<file path="src/rtl/regfile_mp_pkg.sv">
// Shared constants and types for the multi-port register file.
// Holds the default data width / depth and the matching address and data
// typedefs used by the decoder and pipeline stages around regfile_mp.
package regfile_mp_pkg;

  localparam int DW_DEF    = 32;
  localparam int DEPTH_DEF = 32;
  localparam int AW_DEF    = $clog2(DEPTH_DEF);

  typedef logic [AW_DEF-1:0] addr_t;
  typedef logic [DW_DEF-1:0] data_t;

endpackage

</file>
<file path="src/rtl/regfile_scoreboard.sv">
// Pending-register scoreboard for regfile_mp.
// Ports:
//   clk, rst   rising-edge clock, synchronous active-high reset
//   lock_en    qualified lock request (already range/zero-reg filtered)
//   lock_addr  register to mark pending
//   clr_vec    one-hot-per-register clear mask from accepted writes
//   busy_vec   registered pending flags, bit i = register i
module regfile_scoreboard
  import regfile_mp_pkg::*;
#(
  parameter int DEPTH    = DEPTH_DEF,
  parameter int ZERO_REG = 1,
  localparam int AW      = (DEPTH > 1) ? $clog2(DEPTH) : 1
) (
  input  logic             clk,
  input  logic             rst,
  input  logic             lock_en,
  input  logic [AW-1:0]    lock_addr,
  input  logic [DEPTH-1:0] clr_vec,
  output logic [DEPTH-1:0] busy_vec
);

  logic [DEPTH-1:0] set_vec;
  logic [DEPTH-1:0] busy_nxt;

  always_comb begin
    set_vec = '0;
    if (lock_en) set_vec[lock_addr] = 1'b1;
    // Set is applied after clear so a same-cycle lock keeps the bit pending.
    busy_nxt = (busy_vec & ~clr_vec) | set_vec;
    if (ZERO_REG != 0) busy_nxt[0] = 1'b0;
  end

  always_ff @(posedge clk) begin
    if (rst) busy_vec <= '0;
    else     busy_vec <= busy_nxt;
  end

endmodule

</file>
<file path="src/rtl/regfile_mp.sv">
// Multi-port register file with optional write-to-read bypass and a
// pending-register scoreboard.
// Ports:
//   clk, rst   rising-edge clock, synchronous active-high reset
//   we         per-write-port enable
//   waddr      packed write addresses, port k at [k*AW +: AW]
//   wdata      packed write data, port k at [k*DW +: DW]
//   raddr      packed read addresses, port j at [j*AW +: AW]
//   rdata      packed combinational read data
//   rbusy      per-read-port pending flag of the addressed register
//   lock_en    mark lock_addr pending at the next edge
//   lock_addr  register to mark pending
//   busy_vec   registered scoreboard, bit i = register i pending
module regfile_mp
  import regfile_mp_pkg::*;
#(
  parameter int DW       = DW_DEF,
  parameter int DEPTH    = DEPTH_DEF,
  parameter int NUM_RD   = 2,
  parameter int NUM_WR   = 1,
  parameter int BYPASS   = 1,
  parameter int ZERO_REG = 1,
  localparam int AW      = (DEPTH > 1) ? $clog2(DEPTH) : 1
) (
  input  logic                 clk,
  input  logic                 rst,
  input  logic [NUM_WR-1:0]    we,
  input  logic [NUM_WR*AW-1:0] waddr,
  input  logic [NUM_WR*DW-1:0] wdata,
  input  logic [NUM_RD*AW-1:0] raddr,
  output logic [NUM_RD*DW-1:0] rdata,
  output logic [NUM_RD-1:0]    rbusy,
  input  logic                 lock_en,
  input  logic [AW-1:0]        lock_addr,
  output logic [DEPTH-1:0]     busy_vec
);

  // Addresses at or above DEPTH only exist when DEPTH is not a power of two.
  function automatic logic addr_ok(input logic [AW-1:0] a);
    return (DEPTH >= (1 << AW)) || (32'(a) < DEPTH);
  endfunction

  function automatic logic is_zero(input logic [AW-1:0] a);
    return (ZERO_REG != 0) && (a == '0);
  endfunction

  logic [DW-1:0]     mem [DEPTH];
  logic [AW-1:0]     wa  [NUM_WR];
  logic [DW-1:0]     wd  [NUM_WR];
  logic [AW-1:0]     ra  [NUM_RD];
  logic [NUM_WR-1:0] we_ok;
  logic [DEPTH-1:0]  clr_vec;
  logic              lock_ok;

  for (genvar k = 0; k < NUM_WR; k++) begin : g_wr_unpack
    assign wa[k] = waddr[k*AW +: AW];
    assign wd[k] = wdata[k*DW +: DW];
  end

  for (genvar j = 0; j < NUM_RD; j++) begin : g_rd_unpack
    assign ra[j] = raddr[j*AW +: AW];
  end

  // Accepted writes: enabled, not in reset, in range and not the zero register.
  always_comb begin
    we_ok   = '0;
    clr_vec = '0;
    for (int k = 0; k < NUM_WR; k++) begin
      we_ok[k] = we[k] && !rst && addr_ok(wa[k]) && !is_zero(wa[k]);
      if (we_ok[k]) clr_vec[wa[k]] = 1'b1;
    end
  end

  assign lock_ok = lock_en && !rst && addr_ok(lock_addr) && !is_zero(lock_addr);

  // Later write ports are applied last, so port 1 wins a same-address collision.
  always_ff @(posedge clk) begin
    if (rst) begin
      for (int i = 0; i < DEPTH; i++) mem[i] <= '0;
    end else begin
      for (int k = 0; k < NUM_WR; k++) begin
        if (we_ok[k]) mem[wa[k]] <= wd[k];
      end
    end
  end

  always_comb begin
    rdata = '0;
    rbusy = '0;
    for (int j = 0; j < NUM_RD; j++) begin
      if (addr_ok(ra[j]) && !is_zero(ra[j])) begin
        rdata[j*DW +: DW] = mem[ra[j]];
        rbusy[j]          = busy_vec[ra[j]];
      end
      // we_ok already excludes reset, discarded and out-of-range writes.
      if (BYPASS != 0) begin
        for (int k = 0; k < NUM_WR; k++) begin
          if (we_ok[k] && (wa[k] == ra[j])) begin
            rdata[j*DW +: DW] = wd[k];
            rbusy[j]          = 1'b0;
          end
        end
      end
    end
  end

  regfile_scoreboard #(
    .DEPTH    (DEPTH),
    .ZERO_REG (ZERO_REG)
  ) u_scoreboard (
    .clk       (clk),
    .rst       (rst),
    .lock_en   (lock_ok),
    .lock_addr (lock_addr),
    .clr_vec   (clr_vec),
    .busy_vec  (busy_vec)
  );

endmodule

</file>
<file path="config.mk">
export PLATFORM = sky130hd
export DESIGN_NAME = regfile_mp
export DESIGN_NICKNAME = d
export VERILOG_FILES = /design/src/rtl/regfile_mp_pkg.sv /design/src/rtl/regfile_scoreboard.sv /design/src/rtl/regfile_mp.sv
export SDC_FILE = /design/constraint.sdc
export NUM_CORES = 2
export LEC_CHECK = 0
export ABC_AREA = 0
export CAP_MARGIN = 20
export CORE_MARGIN = 2
export CORE_UTILIZATION = 40
export DETAILED_ROUTE_END_ITERATION = 10
export SLEW_MARGIN = 20
export SYNTH_ARGS = -nofsm -noshare
export SYNTH_HDL_FRONTEND = slang
export SYNTH_SLANG_ARGS = --single-unit
</file>
<file path="constraint.sdc">
create_clock -name clk -period 3.15 [get_ports clk]
set_clock_uncertainty 0.05 [all_clocks]
set_input_delay 0.63 -clock clk [delete_from_list [all_inputs] [get_ports clk]]
set_output_delay 0.63 -clock clk [all_outputs]
set_load 0.01 [all_outputs]
</file>
Yosys cells after proc, flatten, opt, wreduce, memory -nomap -nowiden
Memories as Yosys holds them, arrays and structs flattened.
Index checks and enable logic that the tools add are counted.
{ "op_classes": {"bitwise": 3, "n_mux": 26, "eq_ne": 2, "reduce_logical": 16, "magnitude_cmp": 6} }
{ "ops": {"columns": ["cell", "n"], "rows": [
  ["32-bit two-way mux", 7],
  ["32-bit AND", 1],
  ["32-bit NOT", 1],
  ["32-bit OR", 1],
  ["32-bit OR reduction", 1],
  ["5-bit by 6-bit less-than comparator with 1-bit output, second input constant", 4],
  ["5-bit zero test", 4],
  ["1-bit two-way mux", 14],
  ["1-bit binary-select mux with 5-bit select", 2],
  ["1-bit demux with 5-bit select", 2],
  ["5-bit equality test", 2],
  ["5-bit by 1-bit >= comparator with 1-bit output, second input constant", 2],
  ["1-bit logical AND", 8],
  ["5-bit two-way mux", 1],
  ["1-bit zero test", 3]
]} }
{ "totals": {"ff_bits": 32, "inputBits": 56, "ramBits": 1024, "mem_count": 1, "out_inout_bits": 98, "wordCells": 56} }
{ "memory_table": {"columns": ["memory", "words", "width", "rd", "rd_ports_with_merged_regs", "write_ports", "line", "text"], "rows": [
  ["mem", 32, 32, 2, 0, 32, "regfile_mp.sv:47", "logic [DW-1:0] mem [DEPTH];"]
]} }

Logic depth before layout (Yosys ltp)
{ "logic_depth": {"depth_word": 8, "depth_mapped": 11} }

By module
From an unflattened synthesis, not the netlist that was laid out.
{ "unflattened": {"cells_unflattened": 4099, "area_unflattened_um2": 57305.0} }
{ "modules_own_cells": {"columns": ["module", "area_per_inst_um2", "instances", "cells_each", "seq_area_each_um2"], "rows": [
  ["regfile_mp", 56072.5, 1, 3981, 30749.5],
  ["regfile_scoreboard", 1232.4, 1, 118, 620.6]
]} }

Worst setup path after synthesis
Ideal clock, no wire load.
{ "synth_timing": {"path_kind": "input to output", "start": "in raddr[1]", "end": "out rdata[13]", "n_path_buf": 3, "slack_ps": -40, "arrival_ps": 2510, "path_stages": 8, "path_cell_list": "buf_2 -> buf_2 -> buf_1 -> mux4_2 -> mux4_2 -> nor2_1 -> nor2_1 -> a22o_1"} }
{ "synth_via": {"elab_chain_len": 3} }
{ "synth_rtl": {"columns": ["element", "line", "text"], "rows": [
  ["start: declaration", "regfile_mp.sv:30", "input logic [NUM_RD*AW-1:0] raddr,"],
  ["memory read 32 x 32 bit, or another cell as far along", null, null],
  ["32-bit two-way mux or 1-bit logical AND (tied branches)", "regfile_mp.sv:91, regfile_mp.sv:98", null],
  ["32-bit two-way mux (*)", "regfile_mp.sv:98", "if (we_ok[k] && (wa[k] == ra[j])) begin"],
  ["end: declaration", "regfile_mp.sv:31", "output logic [NUM_RD*DW-1:0] rdata,"]
]} }
Mark *: on every way between the ends. The rest lies on a longest branch, timed or not.

==> impl_results.md <==
* Status: complete, but fails checks
* Failing checks: setup timing
* HPWL after detailed placement at 145000 µm
* Row count at 139
* P_leak at 27.1 nW
* VDD IR max at 449 µV
* Synth Instances at 4120
* Endpoints failing setup at 66
* First-pass GRT wire length at 308000 µm
* Worst-Skew Late Latency at 0.74 ns
* Top-count cell post-synth: edfxtp_1
* Total area of sequential cells at 0.0314 mm²
* PortBufs at 152
* H-tree depth at 3
* Drt wl/cell at 32.6 µm
* Num ports at 154
* CP dominant cell by count: mux4_2
* CP startpoint kind: flop
* Drt drc at 0
* Synthesized area at 0.0575 mm²
* Max-cap violation count at 0
* Hold WC Path Type: flop to flop
* Number of synthesized flops with an enable pin at 1024
* Total length of routed wires at 222000 µm
* Initial DRT Pass Iterations at 5
* WP buf/inv at 2
* Yosys top cell by area: edfxtp_1
* Crit-path cells: mux4_2 > mux4_2 > nor2b_1 > buf_4 > nor3_2 > a21o_1 > buf_2
* Total power at 0.0359 W
* Crit-path slowest cell: mux4_2
* Worst-path maximum fanout at 2
* Total track usage at 0.295
* Clock power frac at 0.366
* Root buffer cell: clkbuf_16
* Sequential fraction of the synthesis area at 0.546
* Post-route insts no fill at 6793
* Setup ws final at -0.397 ns
* Synthesized area per cell at 14.0 µm²
* Via density at 6.13
* Initial DRC Count at 5452
* Fmax at 282 MHz
* Unrepaired setup endpoints after global routing: true
* CP endpoint kind: primary output
* Rel. slew slack at 0.440
* Most used DFF post-synth: edfxtp_1
* Routed Antenna Nets at 0
* Yosys top cell area share at 0.535
* Slowest stage delay, CP at 0.51 ns
* Crit path kind: flop to primary output
* Final Cycle Share at 1.13
* Slew @ Worst Pin at 0.840 ns
* Internal power at 0.0263 W
* DIE WIDTH at 383 µm
* CTS tree: built
* Final GP Congestion at 0.919
* Dpl cells at 6407
* CP top delay family: multiplexers
* Post-synthesis async set-or-reset flop share at 0
* Clock transition at path regs at 0.06 ns
* Multi-input logic area at 0.0268 mm²
* Max clock buf depth at 3
* Vias in the first global route at 41.2k
* P_sw at 0.00956 W
* CP arrival at 2.87 ns
* Hold Slack at 0.466 ns
* GRT overflow at 0
* Final #Nets at 4846
* Total CTS buffers at 113
* Core area at 0.143 mm²
* Initial antenna violation count at 8
* Required @ worst endpoint at 2.47 ns
* Power Density at 481 mW/mm²
* Hold Vio Cnt, Final at 0
* Synth unique cells at 49
* Starting density of the core at 0.402
* Seq pwr share at 0.460
* Most frequent cells after synthesis: edfxtp_1, and2_1, mux4_2, clkbuf_1, mux2i_1
* Synth top area cells: edfxtp_1, mux4_2, and2_1
* Max Slew Vio Count at 0
* Vias at 41.7k
* Share of total power in combinational logic at 0.174
* Die area at 0.147 mm²
* Share of cells above drive strength 1 at 0.401
* Synth Warn # at 0
* Largest net degree at the start of global routing at 42
* Filler cells at 11.8k
* Die height at 383 µm
* Area growth, synth to finish at 29.7%
* Synthesis-stage register bit count at 1055
* Num Clock Sinks at 1055
* Switching portion of total power at 0.266
* Final min period at 3.55 ns
==> timing repair <==
item,in CTS,in global routing
endpoints found under the setup margin,66,66
cloned,16,12
endpoints found under the hold margin,0,0
pin swaps,124,125
gates resized for setup,689,278
setup buffers,103,86
hold buffers,0,0
==> metrics by stage <==
step	worst slack [ns]	utilization	setup TNS (ns)	instance area, µm²
final	-0.397	0.521	-15.03	74600
after global routing	-0.483	0.521	-17.38	74600
after CTS	-0.474	0.508	-16.71	72700
after detailed placement	-1.18	0.464	-61.49	66400
after global placement	-1.23	0.464	-64.65	66400
after floorplan	0.0361	-	0	57600
==> power by group through the flow <==
stage          logic [W]  clock network [W]  registers, W
2_1_floorplan    0.00272                  0        0.0166
3_3_place_gp     0.00534                  0        0.0167
3_5_place_dp     0.00535                  0        0.0168
4_1_cts          0.00580             0.0132        0.0165
5_1_grt          0.00644             0.0137        0.0166
6_report         0.00625             0.0132        0.0165
==> layer usage <==
| metal | global-route usage | vias up | wire length [µm] |
|---|---|---|---|
| met5 | 0 | - | 0 |
| met4 | 0.108 | 0 | 9410 |
| met3 | 0.0806 | 478 | 28100 |
| met2 | 0.442 | 2708 | 97600 |
| met1 | 0.411 | 21463 | 86600 |
| li1 | - | 17004 | - |
==> worst reg2reg max path, cell delays in order (launching register included) <==
cell,delay [ns]
dfxtp_1,0.64
o21ai_0,0.19
a21oi_1,0.14
==> flip-flops by register name, indices dropped and copies added (netlist names) <==
| name | cells |
|---|---|
| u_scoreboard.busy_vec | 31 |
| mem | 1024 |
==> logic make-up after synthesis <==
kind of cell / Yosys count / share of synthesized area
DFF: 1055 / 0.546
buffers and inverters: 457 / 0.0347
xor gates and xnor gates: 10 / 0.00152
AOI/OAI and AO/OA: 446 / 0.0531
other: 1 / 0.0000652
muxes: 754 / 0.222
and+or+nand+nor: 1397 / 0.143
==> area by class of cell <==
cell class                 count  area share
clock buffer                 136      0.0400
antenna                        3    0.000101
timing repair buffer         949       0.139
clock inverter                76     0.00770
multi-input combinational   2640       0.359
tap                         1903      0.0319
inverter                      31     0.00156
sequential                  1055       0.421
==> cell usage in the layout, fill, tap and decap left out, types with 24 or more instances in the layout <==
cell                n
o21ai_2            25
or2_2              31
clkinv_1           35
o221ai_1           36
nor2_4             54
dfxtp_1            27
buf_12            161
clkbuf_16         127
o21ai_1            42
mux2_2            111
clkinv_2           24
conb_1             33
clkdlybuf4s50_1    69
a221o_1            28
edfxtp_1         1024
nand2b_1           54
nor3_4             30
buf_4             525
inv_1              29
a21oi_2            30
and2_1            992
nor2_1             29
mux2i_1           221
mux4_2            405
nand2_1            61
buf_2              44
nor2_2             29
buf_6              85
o22ai_1            58
==> path summary, 6_finish.rpt <==
path / start / to / slack, ns / depth (start not counted)
max reg2reg: u_scoreboard.busy_vec[4]$_SDFF_PP0_ / u_scoreboard.busy_vec[4]$_SDFF_PP0_ / 2.06 / 2
min: u_scoreboard.busy_vec[30]$_SDFF_PP0_ / u_scoreboard.busy_vec[30]$_SDFF_PP0_ / 0.47 / 2
min reg2reg: u_scoreboard.busy_vec[30]$_SDFF_PP0_ / u_scoreboard.busy_vec[30]$_SDFF_PP0_ / 0.47 / 2
max: mem[30][9]$_SDFFCE_PN0P_ / rdata[9] / -0.40 / 7
Power figures use the tool's default switching activity.
